$ cat src/rtl/datetime_to_binary_if.sv
// Request/response bundle between a controller and the calendar-to-seconds converter.
interface datetime_to_binary_if;
    logic        start;
    logic [10:0] YYYY;
    logic [3:0]  MM;
    logic [4:0]  DD;
    logic [4:0]  hh;
    logic [5:0]  mm;
    logic [5:0]  ss;
    logic        busy;
    logic        done;
    logic        err;
    logic [27:0] t;

    modport master (
        output start, YYYY, MM, DD, hh, mm, ss,
        input  busy, done, err, t
    );

    modport slave (
        input  start, YYYY, MM, DD, hh, mm, ss,
        output busy, done, err, t
    );
endinterface

$ cat src/rtl/datetime_to_binary.sv
// Converts a calendar date/time into seconds since BASE_YEAR-01-01 00:00:00.
// Iterative: one add per elapsed year and month, then shift-add scaling
// through hours, minutes and seconds.
//
// state   | meaning
// --------+---------------------------------------------------
// S_IDLE  | waiting for start; inputs latched on accept
// S_CHECK | range-check latched fields, seed accumulator
// S_YEAR  | add 365/366 per elapsed year
// S_MONTH | add days of each elapsed month of the target year
// S_HOUR  | acc = acc*24 + hh
// S_MIN   | acc = acc*60 + mm
// S_SEC   | acc = acc*60 + ss, publish result, raise done
// S_DONE  | done pulse cycle, return to idle
module datetime_to_binary #(
    parameter int BASE_YEAR = 2020,
    parameter int NUM_YEARS = 6
) (
    input  logic clk,
    input  logic rst_n,
    datetime_to_binary_if.slave bus
);

    typedef enum logic [2:0] {
        S_IDLE, S_CHECK, S_YEAR, S_MONTH, S_HOUR, S_MIN, S_SEC, S_DONE
    } state_t;

    localparam logic [10:0] YMIN = 11'(BASE_YEAR);
    localparam logic [10:0] YMAX = 11'(BASE_YEAR + NUM_YEARS - 1);

    function automatic logic [4:0] days_in_month(input logic [3:0] m, input logic leap);
        case (m)
            4'd2:                      return leap ? 5'd29 : 5'd28;
            4'd4, 4'd6, 4'd9, 4'd11:   return 5'd30;
            default:                   return 5'd31;
        endcase
    endfunction

    state_t      state;
    logic [10:0] y_r;
    logic [3:0]  m_r;
    logic [4:0]  d_r;
    logic [4:0]  h_r;
    logic [5:0]  mi_r;
    logic [5:0]  s_r;
    logic [27:0] acc;
    logic [10:0] ycnt;
    logic [3:0]  mcnt;
    logic [27:0] t_r;
    logic        err_r;
    logic        done_r;
    logic        busy_r;

    logic        leap_y;
    logic        fields_ok;
    logic [27:0] acc_x24;
    logic [27:0] acc_x60;

    // Input validation and constant-multiply helpers on the latched fields.
    always_comb begin
        leap_y    = (y_r[1:0] == 2'b00);
        fields_ok = 1'b1;
        if (y_r < YMIN || y_r > YMAX)                        fields_ok = 1'b0;
        if (m_r == 4'd0 || m_r > 4'd12)                      fields_ok = 1'b0;
        else if (d_r == 5'd0 || d_r > days_in_month(m_r, leap_y)) fields_ok = 1'b0;
        if (d_r == 5'd0)                                     fields_ok = 1'b0;
        if (h_r > 5'd23 || mi_r > 6'd59 || s_r > 6'd59)      fields_ok = 1'b0;
        acc_x24 = (acc << 4) + (acc << 3);
        acc_x60 = (acc << 6) - (acc << 2);
    end

    // Conversion FSM with registered outputs.
    always_ff @(posedge clk or negedge rst_n) begin
        if (!rst_n) begin
            state  <= S_IDLE;
            y_r    <= '0;
            m_r    <= '0;
            d_r    <= '0;
            h_r    <= '0;
            mi_r   <= '0;
            s_r    <= '0;
            acc    <= '0;
            ycnt   <= '0;
            mcnt   <= '0;
            t_r    <= '0;
            err_r  <= 1'b0;
            done_r <= 1'b0;
            busy_r <= 1'b0;
        end else begin
            case (state)
                S_IDLE: begin
                    done_r <= 1'b0;
                    if (bus.start) begin
                        y_r    <= bus.YYYY;
                        m_r    <= bus.MM;
                        d_r    <= bus.DD;
                        h_r    <= bus.hh;
                        mi_r   <= bus.mm;
                        s_r    <= bus.ss;
                        busy_r <= 1'b1;
                        state  <= S_CHECK;
                    end
                end
                S_CHECK: begin
                    if (!fields_ok) begin
                        err_r  <= 1'b1;
                        t_r    <= '0;
                        done_r <= 1'b1;
                        busy_r <= 1'b0;
                        state  <= S_DONE;
                    end else begin
                        acc   <= 28'(d_r) - 28'd1;
                        ycnt  <= YMIN;
                        mcnt  <= 4'd1;
                        state <= S_YEAR;
                    end
                end
                S_YEAR: begin
                    if (ycnt < y_r) begin
                        acc  <= acc + ((ycnt[1:0] == 2'b00) ? 28'd366 : 28'd365);
                        ycnt <= ycnt + 11'd1;
                    end else begin
                        state <= S_MONTH;
                    end
                end
                S_MONTH: begin
                    if (mcnt < m_r) begin
                        acc  <= acc + 28'(days_in_month(mcnt, leap_y));
                        mcnt <= mcnt + 4'd1;
                    end else begin
                        state <= S_HOUR;
                    end
                end
                S_HOUR: begin
                    acc   <= acc_x24 + 28'(h_r);
                    state <= S_MIN;
                end
                S_MIN: begin
                    acc   <= acc_x60 + 28'(mi_r);
                    state <= S_SEC;
                end
                S_SEC: begin
                    t_r    <= acc_x60 + 28'(s_r);
                    err_r  <= 1'b0;
                    done_r <= 1'b1;
                    busy_r <= 1'b0;
                    state  <= S_DONE;
                end
                S_DONE: begin
                    done_r <= 1'b0;
                    state  <= S_IDLE;
                end
                default: begin
                    done_r <= 1'b0;
                    busy_r <= 1'b0;
                    state  <= S_IDLE;
                end
            endcase
        end
    end

    assign bus.busy = busy_r;
    assign bus.done = done_r;
    assign bus.err  = err_r;
    assign bus.t    = t_r;

endmodule
$ cat src/flat_wrapper.sv
// flat-port wrapper written by rule: the top's interface ports become plain ports
module datetime_to_binary_flat 
#(
    parameter int BASE_YEAR = 2020,
    parameter int NUM_YEARS = 6
)
  (clk, rst_n, bus_start, bus_YYYY, bus_MM, bus_DD, bus_hh, bus_mm, bus_ss, bus_busy, bus_done, bus_err, bus_t);
  datetime_to_binary_if bus_i ();
  input  logic clk;
  input  logic rst_n;
  input wire logic [$bits(bus_i.start)-1:0] bus_start;
  input wire logic [$bits(bus_i.YYYY)-1:0] bus_YYYY;
  input wire logic [$bits(bus_i.MM)-1:0] bus_MM;
  input wire logic [$bits(bus_i.DD)-1:0] bus_DD;
  input wire logic [$bits(bus_i.hh)-1:0] bus_hh;
  input wire logic [$bits(bus_i.mm)-1:0] bus_mm;
  input wire logic [$bits(bus_i.ss)-1:0] bus_ss;
  output wire logic [$bits(bus_i.busy)-1:0] bus_busy;
  output wire logic [$bits(bus_i.done)-1:0] bus_done;
  output wire logic [$bits(bus_i.err)-1:0] bus_err;
  output wire logic [$bits(bus_i.t)-1:0] bus_t;
  assign bus_i.start = bus_start;
  assign bus_i.YYYY = bus_YYYY;
  assign bus_i.MM = bus_MM;
  assign bus_i.DD = bus_DD;
  assign bus_i.hh = bus_hh;
  assign bus_i.mm = bus_mm;
  assign bus_i.ss = bus_ss;
  assign bus_busy = bus_i.busy;
  assign bus_done = bus_i.done;
  assign bus_err = bus_i.err;
  assign bus_t = bus_i.t;
  datetime_to_binary #(.BASE_YEAR(BASE_YEAR), .NUM_YEARS(NUM_YEARS)) u_core (.clk(clk), .rst_n(rst_n), .bus(bus_i));
endmodule
$ cat config.mk
export PLATFORM = sky130hd
export DESIGN_NAME = datetime_to_binary_flat
export DESIGN_NICKNAME = d
export VERILOG_FILES = /design/src/rtl/datetime_to_binary_if.sv /design/src/rtl/datetime_to_binary.sv /design/src/flat_wrapper.sv
export SDC_FILE = /design/constraint.sdc
export NUM_CORES = 1
export LEC_CHECK = 0
export BUFFER_PORTS_ARGS = -buffer_cell sky130_fd_sc_hd__buf_2
export CAP_MARGIN = 5
export CORE_ASPECT_RATIO = 0.9
export CORE_MARGIN = 10
export CORE_UTILIZATION = 30
export DETAILED_ROUTE_END_ITERATION = 10
export PLACE_DENSITY = 0.46
export SLEW_MARGIN = 20
export SYNTH_ARGS = -nofsm -noshare
export SYNTH_HDL_FRONTEND = slang
export SYNTH_SLANG_ARGS = --single-unit
$ cat constraint.sdc
create_clock -name clk -period 9.5 [get_ports clk]
set_clock_uncertainty 0.2 [all_clocks]
set_input_delay 0.475 -clock clk [delete_from_list [all_inputs] [get_ports clk]]
set_output_delay 0.475 -clock clk [all_outputs]
set_load 0.005 [all_outputs]
After elaboration in Yosys (flattened, before gate mapping):

Cells that the tools add are included.

* $add $sub $neg: 10
* magnitude comparators: 9
* eq/ne operators: 24
* multiplexer cells: 35
* reductions and logical operators: 27

Operators by type and width (count)
* $pmux 28 s5: 1
* $mux 28: 4
* $add 28x28->28: 2
* $add 28x5->28: 2
* $add 28x6->28: 2
* $pmux 28 s2: 1
* $sub 28x28->28: 1
* $pmux 3 s8: 1
* $mux 11: 2
* $pmux 11 s2: 1
* $pmux 5 s2: 2
* $eq 4x3->1 const B: 4
* $eq 4x4->1 const B: 4
* $mux 5: 3
* $eq 3x3->1 const B: 4
* $gt 6x6->1 const B: 2
* $mux 3: 4
* $reduce_and 3->1: 4
* $add 11x1->11 const B: 1
* $gt 11x11->1 const B: 1
* $lt 11x11->1: 1
* $lt 11x11->1 const B: 1
* $mux 1: 9
* $eq 4x2->1 const B: 2
* other kinds (27): 46

* bits in registers: 114

Depth between registers and ports, before layout:

* depth in word-level cells: 12
* depth in mapped cells: 17
* mapped depth without buffers: 17

Least setup slack after synthesis:

No wires, ideal clock.

* path kind: reg-to-reg
* start point: register u_core.state[1]
* end point: register u_core.acc[25]
* arrival time: 3.404 ns
* required time: 9.171 ns
* setup slack: 5.767 ns
* cell stages (with the launch flop): 16
* buffers on the path: 1
* clock period less this slack: 3.733 ns
* cells stage by stage: dfrtp_1 -> clkbuf_1 -> nand3_1 -> inv_1 -> nor2_1 -> a31oi_1 -> ha_1 -> a2111o_1 -> a21o_1 -> a21oi_1 -> nor3b_1 -> nand3_1 -> or3_1 -> xnor2_1 -> a221oi_1 -> a21oi_1

* longest elaborated chain between the ends: 3
* elaborated cells on any way between the ends: 11
* those cells by class: eq/ne: 8; mux: 1; reduce/logical: 2

Ends and longest elaborated chain
* from (decl): RTL line datetime_to_binary.sv:39 `state_t state;`
* from (signal assigned): RTL line datetime_to_binary.sv:75 `state <= S_IDLE;`
* from (signal assigned): RTL line datetime_to_binary.sv:101 `state <= S_CHECK;`
* from (signal assigned): RTL line datetime_to_binary.sv:110 `state <= S_DONE;`
* $eq 3x3->1, or another cell as far along: RTL line datetime_to_binary.sv:90 `case (state)`
* $reduce_bool 5->1 (no source line) or $ne 2x1->1 (tied branches)
* $reduce_and 4->1 (no source line)
* to (signal assigned): RTL line datetime_to_binary.sv:112 `acc <= 28'(d_r) - 28'd1;`
* to (signal assigned): RTL line datetime_to_binary.sv:120 `acc <= acc + ((ycnt[1:0] == 2'b00) ? 28'd366 : 28'd365);`
* to (signal assigned): RTL line datetime_to_binary.sv:128 `acc <= acc + 28'(days_in_month(mcnt, leap_y));`
* to (decl): RTL line datetime_to_binary.sv:46 `logic [27:0] acc;`

Parallel ways exist; a longest one is shown, timed or not.
A chain may end at the register's enable or synchronous reset.

Worst setup path after layout:

* start point: register u_core.state[1]
* end point: register u_core.acc[21]

The elaborated chain is that of the path after synthesis.

==> results.cfg <==
[placement]
placed_area_sq_um = 11050
dp_cells = 1716
portBuffers = 70
dp_hpwl_microns = 24360
pre_cts_ws_ps = 5065
gp_congestion = 0.8480

[timing]
tightest_slew_ps = 1046
fin_ws_ps = 4983
min_period_over_period_pct = 47.54
slew_violations = 0
setup_viol_count_final = 0
hold_viol_final = 0
fin_crit_ps = 4517
setup_tns_ps = 0
max_freq_mhz = 221.4
grt_setup_unrepaired = no
maxSlewHeadroom_pct = 30.03

[clock_network]
cts_tree = built
clk_pin_slew_ps = 80
cts_buffers = 9
cts_setup_buffers = 0
cts_buffer_depth = 2
cts_root_buf = clkbuf_16
cts-htree-levels = 3
clkSinkCount = 112
clkLatencyLatePin_ps = 380

[floorplanning]
placementRows = 64
boundaryPins = 71
core_sq_um = 33790
die-area_sq_um = 41900
die_h_microns = 195.2
start_util_pct = 30.27
die_x_microns = 214.7

[global_routing]
grt_max_degree = 58
track_usage_pct = 14.74
grt_pass1_vias = 8979
grt_antenna_before_repair = 0
grt.overflow.total = 0
grt_pass1_wl_microns = 50740

[route]
drc = 0
vias = 9214
ant_nets = 0
routedWlPerCell_microns = 18.23
drt-met1-wl_microns = 17020
detail_route.vias_per_cell = 5.317
dr.pass1.iters = 7
wirelength_microns = 31600
routed-wl-met2_microns = 13040
first_iter_violations = 687
met3_length_microns = 1256
top_layer_used = met4

[critical_path]
cp_max_fo = 16
start_kind = flip-flop
critPathKind = flip-flop to flip-flop
end_kind = flip-flop
crit_arrival_ps = 4560
cp.required_ps = 9540

[cells_and_area]
fin_nets = 1420
area_delta_synth_final_pct = 11.12
layout.cells.most_common = nand2_1
design_area_sq_um = 11370
nFillCells = 3584
drive_gt1_share_pct = 10.86
final_cell_mix = 119 x nand2_1, 116 x o21ai_0, 112 x dfrtp_1
final_cells = 1733
diodes = 0

[synth]
post_synth.cell_area_avg_sq_um = 8.385
yosysUniqueCellTypes = 82
synth-async-reset-ratio_pct = 100.0
ys_ff_latch = 112
synthesis.nets = 1374
synth_area_sq_um = 10230
synth_edf_count = 0
synth_top_flop_cell = dfrtp_1
syn_inst = 1220
seq_area_frac_synth_pct = 27.40
synth_warnings = 0

[flow_run]
cap_violations = 0

[min_path]
hp-class = input pin to flip-flop

[outcome]
status = complete, no violations
-- critical path, cell delays in order, from the launching register on --
cell,delay (ps)
dfrtp_1,730
clkinv_1,480
ha_1,820
inv_1,430
and4_1,480
nand2b_1,510
a221oi_1,590
a21oi_1,130
-- logic make-up after synthesis --
logic type,count (synthesis),synth area share [%]
AO/OA/AOI/OAI,375,23.70
AND/OR/NAND/NOR,377,18.77
flip-flops,112,27.40
multiplexers,24,2.605
XOR/XNOR,100,8.562
adder cells (fa/ha/maj),115,14.41
buffers and inverters,117,4.550
-- per-stage QoR --
| step | hold WS [ps] | utilization (%) |
|---|---|---|
| after floorplan | -20.59 | - |
| final | 96.47 | 33.64 |
| after global routing | 99.70 | 33.64 |
| after CTS | 88.72 | 33.64 |
| after global placement | 256.0 | 32.70 |
| after detailed placement | 263.2 | 32.70 |
-- cells in the mapped netlist, drive strengths merged, types with 7 or more instances --
cell type	count	area share [%]
nand2b	18	1.1
a221oi	8	0.75
and2	14	0.86
nand3	31	1.5
ha	109	13
xor2	24	2.1
buf	16	0.83
o21a	15	1.1
or3	11	0.67
o22ai	16	0.98
nor2b	10	0.61
nor3	37	2.0
inv	71	2.6
nor2	64	2.3
and3	25	1.5
a211o	7	0.60
o21ai	118	5.8
nand4	20	1.3
clkbuf	29	1.1
a22oi	7	0.51
a21oi	72	3.5
dfrtp	112	27
a211oi	19	1.4
a31oi	15	0.92
o2111ai	8	0.68
xnor2	76	6.5
mux2	21	2.3
nand2	119	4.4
o211ai	11	0.81
a21o	28	2.1
-- sequential cells by signal (all words and copies together), names as in the netlist, 3 cells and up --
signal	cells
u_core.y_r	11
u_core.acc	26
u_core.d_r	5
u_core.s_r	6
u_core.mi_r	6
u_core.mcnt	4
u_core.m_r	4
u_core.ycnt	11
u_core.state	3
u_core.h_r	5
u_core.bus.t	28
-- layout make-up --
type | count | area (sq um) | area share, %
multi-input cells | 991 | 6979 | 61.40
flip-flops and latches | 112 | 2803 | 24.66
well taps | 462 | 578.1 | 5.085
repair buffers | 80 | 430.4 | 3.786
inverters | 72 | 270.3 | 2.378
clock buffers | 9 | 225.2 | 1.981
clock inverters | 7 | 81.33 | 0.7155
-- layer usage --
metal / GRT usage (%) / up-vias
met5: 0 / -
met4: 2.834 / 0
met3: 2.349 / 19
met2: 21.46 / 184
met1: 22.29 / 4459
li1: - / 4552
-- what timing repair did --
action,4_1_cts,5_1_grt
endpoints found under the setup margin,0,0
hold buffers,1,0
hold endpoints to repair,28,0
resized for setup,0,0
-- path summary, 6_finish.rpt --
path                                  from         endpoint  slack, ps  cells after the start
hold reg to reg              u_core.s_r[0]  u_core.bus.t[0]        280                      2
hold / removal                 bus_YYYY[1]    u_core.y_r[1]        100                      3
max in group asynchronous            rst_n   u_core.acc[21]       7310                      3
setup reg to reg           u_core.state[1]   u_core.acc[21]       4980                      7
setup / recovery           u_core.state[1]   u_core.acc[21]       4980                      7
min in group asynchronous            rst_n    u_core.y_r[9]        500                      2
Power is not shown: default switching activity piles up to over one toggle a cycle in this logic, so the estimate is an artifact.
